--- src/rtl/pf_lanectrl_pause_sync_multi.sv ---
// ---------------------------------------------------------------------------
// pf_lanectrl_pause_sync_multi
//
// Purpose:
//   Synchronises the HS_IO_CLK_PAUSE requests for the DDR PHY lane
//   controllers and shapes each into a clean pause. Every pause is held
//   high for at least MIN_PULSE cycles. Every two pauses on a lane are
//   separated by at least MIN_GAP low cycles. A sticky status bit
//   records each request that had to be stretched. With GANG=1, a single
//   shaper is driven by the OR of all lanes, and its output is replicated
//   to every lane.
//
// Ports:
//   CLK                   single rising-edge clock
//   RESET_N               synchronous active-low reset
//   HS_IO_CLK_PAUSE       [LANES] raw asynchronous level requests
//   CLR_STATUS            synchronous clear of STRETCH_STS (set wins)
//   HS_IO_CLK_PAUSE_SYNC  [LANES] registered, shaped pause per lane
//   PAUSE_ANY             registered OR of HS_IO_CLK_PAUSE_SYNC
//   STRETCH_STS           [LANES] sticky "request shorter than MIN_PULSE"
//   dbg_state_o           [2*LANES] FSM state per lane (2 bits per lane;
//                         the shared FSM is replicated when ganged)
//
// Handshake: there is no valid/ready pairing. Every input is a level, and
// every output is a registered level that is updated on each CLK edge.
// ---------------------------------------------------------------------------
module pf_lanectrl_pause_sync_multi #(
   parameter int LANES       = 4,
   parameter int SYNC_STAGES = 2,
   parameter int MIN_PULSE   = 2,
   parameter int MIN_GAP     = 1,
   parameter int GANG        = 0
) (
   input  logic               CLK,
   input  logic               RESET_N,
   input  logic [LANES-1:0]   HS_IO_CLK_PAUSE,
   input  logic               CLR_STATUS,
   output logic [LANES-1:0]   HS_IO_CLK_PAUSE_SYNC,
   output logic               PAUSE_ANY,
   output logic [LANES-1:0]   STRETCH_STS,
   output logic [2*LANES-1:0] dbg_state_o
);

   // ------------------------------------------------------------------
   // Elaboration-time parameter range checks
   // ------------------------------------------------------------------
   generate
      if (LANES < 1 || LANES > 16) begin : g_bad_lanes
         $error("LANES must be in 1..16");
      end
      if (SYNC_STAGES < 0 || SYNC_STAGES > 4) begin : g_bad_sync
         $error("SYNC_STAGES must be in 0..4");
      end
      if (MIN_PULSE < 1 || MIN_PULSE > 15) begin : g_bad_pulse
         $error("MIN_PULSE must be in 1..15");
      end
      if (MIN_GAP < 0 || MIN_GAP > 15) begin : g_bad_gap
         $error("MIN_GAP must be in 0..15");
      end
      if (GANG != 0 && GANG != 1) begin : g_bad_gang
         $error("GANG must be 0 or 1");
      end
   endgenerate

   localparam int NFSM = (GANG != 0) ? 1 : LANES;

   localparam logic [1:0] ST_IDLE  = 2'd0;
   localparam logic [1:0] ST_PAUSE = 2'd1;
   localparam logic [1:0] ST_GAP   = 2'd2;

   localparam logic [3:0] MIN_PULSE_C = 4'(MIN_PULSE);
   localparam logic [3:0] MIN_GAP_C   = 4'(MIN_GAP);
   localparam logic       HAS_GAP     = (MIN_GAP > 0);

   // ------------------------------------------------------------------
   // Synchroniser: SYNC_STAGES flops per lane, or a straight wire
   // ------------------------------------------------------------------
   logic [LANES-1:0] lane_lvl;

   generate
      if (SYNC_STAGES == 0) begin : g_nosync
         assign lane_lvl = HS_IO_CLK_PAUSE;
      end else begin : g_sync
         logic [LANES-1:0] sync_q [SYNC_STAGES];

         always_ff @(posedge CLK) begin
            if (!RESET_N) begin
               for (int i = 0; i < SYNC_STAGES; i++) begin
                  sync_q[i] <= '0;
               end
            end else begin
               sync_q[0] <= HS_IO_CLK_PAUSE;
               for (int i = 1; i < SYNC_STAGES; i++) begin
                  sync_q[i] <= sync_q[i-1];
               end
            end
         end

         assign lane_lvl = sync_q[SYNC_STAGES-1];
      end
   endgenerate

   // Level seen by each FSM: one per lane, or the OR of all lanes when ganged
   logic [NFSM-1:0] fsm_s;

   generate
      if (GANG != 0) begin : g_gang_lvl
         assign fsm_s = |lane_lvl;
      end else begin : g_lane_lvl
         assign fsm_s = lane_lvl;
      end
   endgenerate

   // ------------------------------------------------------------------
   // Pulse-shaping FSMs
   // ------------------------------------------------------------------
   logic [1:0]      state_q [NFSM];
   logic [1:0]      state_d [NFSM];
   logic [3:0]      cnt_q   [NFSM];
   logic [3:0]      cnt_d   [NFSM];
   logic [NFSM-1:0] pend_q;
   logic [NFSM-1:0] pend_d;
   logic [NFSM-1:0] stretch_set;

   always_comb begin
      pend_d      = pend_q;
      stretch_set = '0;
      for (int f = 0; f < NFSM; f++) begin
         state_d[f] = state_q[f];
         cnt_d[f]   = cnt_q[f];

         case (state_q[f])
            ST_IDLE: begin
               if (fsm_s[f]) begin
                  state_d[f] = ST_PAUSE;
                  cnt_d[f]   = 4'd1;
               end
            end

            ST_PAUSE: begin
               if (cnt_q[f] < MIN_PULSE_C) begin
                  // The minimum width is still running. If the request has
                  // already gone, the pause is being stretched.
                  cnt_d[f] = cnt_q[f] + 4'd1;
                  if (!fsm_s[f]) begin
                     stretch_set[f] = 1'b1;
                  end
               end else if (!fsm_s[f]) begin
                  if (HAS_GAP) begin
                     state_d[f] = ST_GAP;
                     cnt_d[f]   = 4'd1;
                  end else begin
                     state_d[f] = ST_IDLE;
                     cnt_d[f]   = 4'd0;
                  end
               end
            end

            ST_GAP: begin
               // Remember any request that shows up during the gap. This
               // keeps a short request from being lost.
               pend_d[f] = pend_q[f] | fsm_s[f];
               if (cnt_q[f] < MIN_GAP_C) begin
                  cnt_d[f] = cnt_q[f] + 4'd1;
               end else begin
                  if (fsm_s[f] || pend_q[f]) begin
                     state_d[f] = ST_PAUSE;
                     cnt_d[f]   = 4'd1;
                  end else begin
                     state_d[f] = ST_IDLE;
                     cnt_d[f]   = 4'd0;
                  end
                  pend_d[f] = 1'b0;
               end
            end

            default: begin
               state_d[f] = ST_IDLE;
               cnt_d[f]   = 4'd0;
               pend_d[f]  = 1'b0;
            end
         endcase
      end
   end

   // ------------------------------------------------------------------
   // Map the FSM results onto the lanes
   // ------------------------------------------------------------------
   logic [LANES-1:0] out_d;
   logic [LANES-1:0] sts_set;

   generate
      if (GANG != 0) begin : g_gang_map
         always_comb begin
            out_d      = {LANES{state_d[0] == ST_PAUSE}};
            sts_set    = '0;
            sts_set[0] = stretch_set[0];
         end
         assign dbg_state_o = {LANES{state_q[0]}};
      end else begin : g_lane_map
         always_comb begin
            out_d   = '0;
            sts_set = stretch_set;
            for (int l = 0; l < LANES; l++) begin
               out_d[l] = (state_d[l] == ST_PAUSE);
            end
         end
         always_comb begin
            dbg_state_o = '0;
            for (int l = 0; l < LANES; l++) begin
               dbg_state_o[2*l +: 2] = state_q[l];
            end
         end
      end
   endgenerate

   // ------------------------------------------------------------------
   // State and output registers
   // ------------------------------------------------------------------
   logic [LANES-1:0] out_q;
   logic             any_q;
   logic [LANES-1:0] sts_q;

   always_ff @(posedge CLK) begin
      if (!RESET_N) begin
         for (int f = 0; f < NFSM; f++) begin
            state_q[f] <= ST_IDLE;
            cnt_q[f]   <= 4'd0;
         end
         pend_q <= '0;
         out_q  <= '0;
         any_q  <= 1'b0;
         sts_q  <= '0;
      end else begin
         for (int f = 0; f < NFSM; f++) begin
            state_q[f] <= state_d[f];
            cnt_q[f]   <= cnt_d[f];
         end
         pend_q <= pend_d;
         out_q  <= out_d;
         // PAUSE_ANY comes from the next-state outputs, so it is aligned
         // with the lane outputs on the same cycle.
         any_q  <= |out_d;
         // A new stretch event wins over a clear in the same cycle.
         sts_q  <= sts_set | (sts_q & ~{LANES{CLR_STATUS}});
      end
   end

   assign HS_IO_CLK_PAUSE_SYNC = out_q;
   assign PAUSE_ANY            = any_q;
   assign STRETCH_STS          = sts_q;

endmodule

--- config.mk ---
export PLATFORM = sky130hd
export DESIGN_NAME = pf_lanectrl_pause_sync_multi
export DESIGN_NICKNAME = d
export VERILOG_FILES = /design/src/rtl/pf_lanectrl_pause_sync_multi.sv
export SDC_FILE = /design/constraint.sdc
export NUM_CORES = 1
export LEC_CHECK = 0
export ABC_AREA = 1
export CORE_AREA = 2 2 68 70
export CTS_BUF_LIST = sky130_fd_sc_hd__clkbuf_8
export DETAILED_ROUTE_END_ITERATION = 12
export DIE_AREA = 0 0 70 72
export HOLD_SLACK_MARGIN = 0.02
export PLACE_DENSITY = 0.85
export SETUP_SLACK_MARGIN = 0.1
export SYNTH_ARGS = -nofsm -noshare
export SYNTH_HDL_FRONTEND = slang
export SYNTH_SLANG_ARGS = --single-unit
export TNS_END_PERCENT = 30
--- constraint.sdc ---
create_clock -name CLK -period 1.4 [get_ports CLK]
set_clock_uncertainty 0.15 [all_clocks]
set_input_delay 0.42 -clock CLK [delete_from_list [all_inputs] [get_ports CLK]]
set_output_delay 0.42 -clock CLK [all_outputs]
set_load 0.005 [all_outputs]
* Word level (Yosys, flattened, before mapping)
Memory sizes are Yosys's and may differ from the RTL's. Cells that the tools add are included.
Operators by class: magnitude comparators 8, bitwise logic cells 17, mux-type cells 80, add/subtract/negate cells 4, equal/unequal tests 12, reduce and logical (&&, ||, !) cells 13
Operators with widths (count):
- $mux W4 | 22
- $pmux W4 S3 | 4
- $mux W2 | 20
- $mux W1 | 26
- $pmux W2 S3 | 4
- $add A4 B1 Y4 const B | 4
- $eq A2 B1 Y1 const B | 8
- $lt A4 B1 Y1 const B | 4
- $lt A4 B2 Y1 const B | 4
- $or A1 B1 Y1 | 14
- $eq A2 B2 Y1 const B | 4
- $logic_not A2 Y1 | 4
- $pmux W1 S2 | 4
- $reduce_or A2 Y1 | 4
- $and A4 B4 Y4 | 1
- $logic_or A1 B1 Y1 | 4
- $not A4 Y4 | 1
- $or A4 B4 Y4 | 1
- $reduce_or A4 Y1 | 1
Storage, ports and cells: input bits 7, memories kept 3, bits in registers 13, output and inout port bits 17, memory bits (writable) 32, word-level logic and storage cells 144
Memory list:
- cnt_q | depth 4, bits a word 4, read ports 4, clocked after memory_dff 0, write ports 4, line 119 | logic [3:0] cnt_q [NFSM];
- g_sync.sync_q | depth 2, bits a word 4, read ports 2, clocked after memory_dff 0, write ports 2, line 84 | logic [LANES-1:0] sync_q [SYNC_STAGES];
- state_q | depth 4, bits a word 2, read ports 4, clocked after memory_dff 0, write ports 4, line 117 | logic [1:0] state_q [NFSM];

* Longest topological paths before layout
Gate-level depths: netlist of run 1. An unclocked memory read counts as a cell.
depth after elaboration 7, gate-level depth with buffers 8

* Worst setup path before layout of run 1
No wires, ideal clock.
kind flip-flop to flip-flop, start memory cnt_q[0][0], end memory cnt_q[0][2], data required time 1.135 ns, arrival time 1.126 ns, buffers on the path 0, library setup time 0.115 ns, path slack 0.009 ns, cell stages (with the launch flop) 9, cells stage by stage dfxtp_1 > inv_1 > ha_1 > nand2_1 > inv_1 > nand2_1 > nand2_1 > o21ai_2 > a21oi_2
RTL lines (line):
- from (decl) | 119

==> results of run 1 <==
state kept, by name, summed over array words and instances (netlist names):
signal                flops
PAUSE_ANY                 1
STRETCH_STS               4
HS_IO_CLK_PAUSE_SYNC      4
pend_q                    4
state_q                   8
g_sync.sync_q             8
cnt_q                    16
layer usage:
metal	GRT usage (%)	routed length, um	share of wire (%)
met5	0	0	0
met4	5.98	210	3.4
met3	4.44	311	5.1
met2	35.1	3100	51
met1	22.3	2490	41
area by class of cell:
class                   instances  area (um^2)  share of cell area (%)
inverters                      43          181                    6.02
multi-input cells             194         1250                    41.5
repair buffers                 56          443                    14.7
clock buffers                   5         68.8                    2.29
flip-flops and latches         45          937                    31.1
well taps                      52         65.1                    2.16
clock inverters                 3         65.1                    2.16
power groups by stage:
stage                     Sequential, W  Combinational (W)  Clock (W)
after floorplan                 0.00139           0.000203          0
after global placement          0.00138           0.000367          0
after detailed placement        0.00138           0.000380          0
after CTS                       0.00135           0.000370    0.00117
after global routing            0.00137           0.000527    0.00124
final                           0.00136           0.000490    0.00117
path summary, 6_finish.rpt:
path | cells past startpoint | startpoint | end | slack [ns]
worst max-delay path | 6 | g_sync.sync_q[0][5] | PAUSE_ANY | -0.07
worst min-delay path | 2 | g_sync.sync_q[0][0] | g_sync.sync_q[0][4] | 0.27
worst max register to register | 6 | g_sync.sync_q[0][5] | PAUSE_ANY | -0.07
worst min register to register | 2 | g_sync.sync_q[0][0] | g_sync.sync_q[0][4] | 0.27
kinds of logic after synthesis:
group | after synthesis | synth area share (%)
buffers and inverters | 47 | 8.28
adder cells (fa/ha/maj) | 8 | 4.70
AND/OR/NAND/NOR | 134 | 29.6
flip-flops | 45 | 42.3
AO/OA/AOI/OAI | 52 | 15.2
metrics by stage:
| step | power [W] | cell area, um^2 | hold slack, ns | setup slack [ns] |
|---|---|---|---|---|
| after CTS | 0.00290 | 2710 | 0.269 | 0.00354 |
| final | 0.00302 | 3010 | 0.266 | -0.0732 |
| after global placement | 0.00175 | 2600 | 0.250 | -0.168 |
| after detailed placement | 0.00176 | 2600 | 0.250 | -0.191 |
| after global routing | 0.00314 | 3010 | 0.296 | -0.101 |
| after floorplan | 0.00159 | 2130 | 0.240 | 0.105 |
cells in the mapped netlist (all sizes together):
cell	count
a21oi	23
a31oi	9
and3	1
clkbuf	4
dfxtp	45
ha	8
inv	43
nand2	77
nand3	22
nand4	5
nor2	25
nor3	4
o211ai	1
o21a	3
o21ai	16
worst register-to-register path, delay by kind of cell (launching register included):
family	cells	cell delay, ns
flip-flops	1	0.37
AO/OA/AOI/OAI	1	0.10
AND/OR/NAND/NOR	5	0.73
repair_timing:
action / 4_1_cts / 5_1_grt
endpoints found under the setup margin: 33 / 41
setup buffers: 0 / 10
hold buffers: 0 / 0
resized for setup: 79 / 95
hold endpoints to repair: 0 / 0
pin swaps: 3 / 29
==> impl_metrics.tcl, run 1 <==
set metrics [dict create \
    synthToLayoutAreaGrowth_pct 41.3 \
    tightestPinTransition_ns 0.331 \
    grt_max_degree 24 \
    cts_max_path_buffers 2 \
    finalNonFillerCells 398 \
    die_w_um 70 \
    p_seq_share_pct 45.1 \
    synth_top_area_share_pct 42.3 \
    synth_cell_types 26 \
    maxSlewViolCount 0 \
    fillers 305 \
    dpl.cell_count 380 \
    portBuffers 23 \
    yosys_warnings 0 \
    wl_per_cell_um 15.3 \
    switching_power_w 0.000764 \
    startpoint_type "register" \
    cp_cell_sequence "nor2_1 > nor2_4 > nand2_2 > nand3_1 > nor2_1 > a21oi_2" \
    h-tree-depth 2 \
    timing.final.crit_share_pct 105 \
    numCtsBuffers 5 \
    ant_nets 0 \
    synth_top_cell_by_area "dfxtp_1" \
    clkLatencyLatePin_ns 0.30 \
    synth-seq-cells 45 \
    final.setup.tns_ns -0.0856 \
    slowest_delay_ns 0.37 \
    core_area_mm2 0.00426 \
    cts_tree "built" \
    critPathKind "register to register" \
    comb_power_share_pct 16.2 \
    via_count 2215 \
    totalWireLength_um 6100 \
    required_ns 1.44 \
    slew-limit-headroom_pct 77.9 \
    fin_util_pct 70.6 \
    cp_top_family "simple AND/OR/NAND/NOR gates" \
    syn_nets 301 \
    viasPerCell 5.57 \
    cts_root_buf "clkbuf_8" \
    crit_top_cell "nor2_1" \
    final_cell_mix "nand2_1 (53), dfxtp_2 (29), buf_4 (27), inv_1 (23), nand2_2 (19)" \
    fmax_mhz 679 \
    nets 360 \
    grt_pass1_wl_um 7870 \
    syn_area_per_cell_um2 7.45 \
    cp_max_fo 5 \
    netlist_area_mm2 0.00213 \
    synthTopCellsByArea "dfxtp_1 (42%), nand2_1 (12%), inv_1 (6.2%), ha_1 (4.7%), nand3_1 (4.7%)" \
    drtPass1Iterations 4 \
    status "finished, violations left" \
    overflow 0 \
    hold_viol_final 0 \
    antenna_cells 0 \
    pwr-share-clk_pct 38.7 \
    track_usage_pct 19.2 \
    fp-row-count 24 \
    p_leak_nw 1.32 \
    end_kind "register" \
    period_minus_slack_ns 1.47 \
    violations "setup timing" \
    swShare_pct 25.3 \
    ys_seq_area_share_pct 42.3 \
    dieArea_mm2 0.00504 \
    rsz0062_at_grt "yes" \
    clock_sinks 45 \
    final_layout_size_suffix_gt1_share_pct 50.3 \
    place_congestion 0.904 \
    final_common_cell "nand2_1" \
    cpMaxStageDelayCell "dfxtp_2" \
    start_util_pct 50.0 \
    io_pins 24 \
    setup_ws_ns -0.0732 \
    fp.dieH_um 72 \
    post-route-drc-count 0 \
    hold_path_class "register to register" \
    grt_pass1_vias 1923 \
    drt_iter0_drc 254 \
    setup_viol 2 \
    p_int_w 0.00226 \
    power_per_cell_area_mw_per_mm2 1000 \
    vdd_drop_max_mv 0.749 \
    critPathBufInv 0 \
    antenna_found_initial 0 \
    maxCapViolations 0 \
    critical_path_arrival_ns 1.51 \
    clk_pin_slew_ns 0.09 \
    syn_inst 286 \
    dp_hpwl_um 3380 \
]
No activity file was read; power rests on OpenSTA's default activity.
==> inputs of run 2 (changes only) <==
- CORE_AREA: 2 2 68 70 -> 2 2 80 82
- CTS_BUF_LIST: sky130_fd_sc_hd__clkbuf_8 -> sky130_fd_sc_hd__clkbuf_4 sky130_fd_sc_hd__clkbuf_8
- DIE_AREA: 0 0 70 72 -> 0 0 82 84
- PLACE_DENSITY: 0.85 -> 0.67
==> run 2 against run 1 <==
Compared with the run above:
- the run now ends clean
- sequential share of layout area shrank 0.87 points
- die area is 37% higher
- non-clock buffer count rose by 9
- core utilization shrank 20 points
- cell count is 8.5% higher
- combinational power is 3% lower
- critical path depth down 5
- sequential power barely moved
- routed wire length down 18%
- clock power fell by 27%
==> impl_metrics.tcl, run 2 (same netlist as run 1, synthesis figures left out) <==
set metrics [dict create \
    critPathBufInv 1 \
    clock_sinks 45 \
    clk_pin_slew_ns 0.09 \
    setup_viol 0 \
    end_kind "output pin" \
    critPathKind "register to output pin" \
    status "completed" \
    post-route-drc-count 0 \
    grt_pass1_vias 1872 \
    largest-register "cnt_q" \
    timing.final.crit_share_pct 95.0 \
    portBuffers 23 \
    cts_max_path_buffers 2 \
    grt_max_degree 15 \
    via_count 2077 \
    fp-row-count 29 \
    io_pins 24 \
    tightestPinTransition_ns 0.235 \
    critical_path_arrival_ns 0.76 \
    fillers 570 \
    largest_reg_flops 16 \
    viasPerCell 4.81 \
    h-tree-depth 2 \
    cpMaxStageDelayCell "dfxtp_2" \
    period_minus_slack_ns 1.33 \
    synthToLayoutAreaGrowth_pct 44.6 \
    vdd_drop_max_mv 0.521 \
    antenna_found_initial 0 \
    maxSlewViolCount 0 \
    rsz0062_at_grt "yes" \
    min-delay-start "g_sync.sync_q[0][3]" \
    die_w_um 82 \
    hold_path_class "register to register" \
    final_layout_size_suffix_gt1_share_pct 51.5 \
    drt_iter0_drc 123 \
    start_util_pct 35.0 \
    wl_per_cell_um 11.6 \
    reg2reg_from "state_q[1][0]" \
    fmax_mhz 752 \
    cp_top_family "flip-flops" \
    final_common_cell "nand2_1" \
    maxCapViolations 0 \
    dp_hpwl_um 3300 \
    cp_cell_sequence "buf_2" \
    placed_area_mm2 0.00266 \
    fin_area_mm2 0.00308 \
    clkLatencyLatePin_ns 0.30 \
    grt_pass1_wl_um 7510 \
    totalWireLength_um 5020 \
    place_congestion 0.790 \
    p_leak_nw 1.35 \
    nets 369 \
    setup_ws_ns 0.0705 \
    cp-startpoint "state_q[2][1]" \
    numCtsBuffers 5 \
    dieArea_mm2 0.00689 \
    slew-limit-headroom_pct 84.2 \
    overflow 0 \
    cp_max_fo 2 \
    fp.dieH_um 84 \
    reg_top3 "cnt_q x16, g_sync.sync_q x8, state_q x8" \
    startpoint_type "register" \
    power_per_cell_area_mw_per_mm2 874 \
    final_cell_mix "nand2_1 (53), buf_4 (37), dfxtp_2 (25), dfxtp_1 (20), inv_1 (20)" \
    hold_viol_final 0 \
    required_ns 0.83 \
    track_usage_pct 13.7 \
    core_area_mm2 0.00610 \
    antenna_cells 0 \
    ant_nets 0 \
    cts_root_buf "clkbuf_8" \
    dp_worst_setup_slack_ns -0.277 \
    cts_tree "built" \
    drtPass1Iterations 5 \
    slowest_delay_ns 0.35 \
]
==> run 2: changes by cell type in the layout (fill, tap and decap cells not counted), moves of 3 or more <==
cell	before	now
buf_2	10	14
buf_4	27	37
dfxtp_1	16	20
dfxtp_2	29	25
inv_1	23	20
inv_4	3	8
nand2_2	19	16
nand2_4	5	8
o21ai_1	2	7
o21ai_2	6	3
==> run 2: cell type report <==
type,count,area [um^2],share of cell area [%]
flip-flops and latches,45,932,30.2
clock buffers,6,82.6,2.68
well taps,77,96.3,3.13
clock inverters,2,13.8,0.447
multi-input cells,194,1280,41.6
inverters,43,186,6.05
repair buffers,65,488,15.8
==> run 2: layer usage <==
metal / wire (um) / global-route usage, % / up-vias
met5: 0 / 0 / -
met4: 94 / 5.61 / 0
met3: 222 / 2.81 / 9
met2: 2570 / 23.1 / 37
met1: 2130 / 16.6 / 961
li1: - / - / 1070
==> run 2: through the flow <==
stage / util (%) / hold slack (ns) / TNS (ns) / power, W / std cells
final: 50.6 / 0.268 / 0 / 0.00269 / 432
after global routing: 50.6 / 0.278 / -0.00431 / 0.00283 / 432
after CTS: 44.5 / 0.271 / 0 / 0.00261 / 419
after detailed placement: 43.6 / 0.249 / -7.84 / 0.00177 / 410
after global placement: 43.6 / 0.248 / -7.12 / 0.00176 / 410
after floorplan: - / 0.240 / 0 / 0.00159 / 286
==> run 2: power by group <==
| part | total [W] | internal (W) | switching [W] |
|---|---|---|---|
| clock | 0.000855 | 0.000401 | 0.000455 |
| combinational | 0.000476 | 0.000220 | 0.000256 |
| sequential | 0.00136 | 0.00133 | 0.0000283 |
==> run 2: final timing paths <==
path	end	cells past startpoint	slack [ns]
worst max-delay path	dbg_state_o[5]	1	0.07
worst min register to register	g_sync.sync_q[0][7]	2	0.27
worst min-delay path	g_sync.sync_q[0][7]	2	0.27
worst max register to register	state_q[1][0]	7	0.07
==> run 2: repair_timing <==
action / in CTS / in global routing
setup buffers: 1 / 13
endpoints found under the setup margin: 41 / 52
hold buffers: 0 / 0
hold endpoints to repair: 0 / 0
gates resized for setup: 84 / 99
pin swaps: 1 / 30
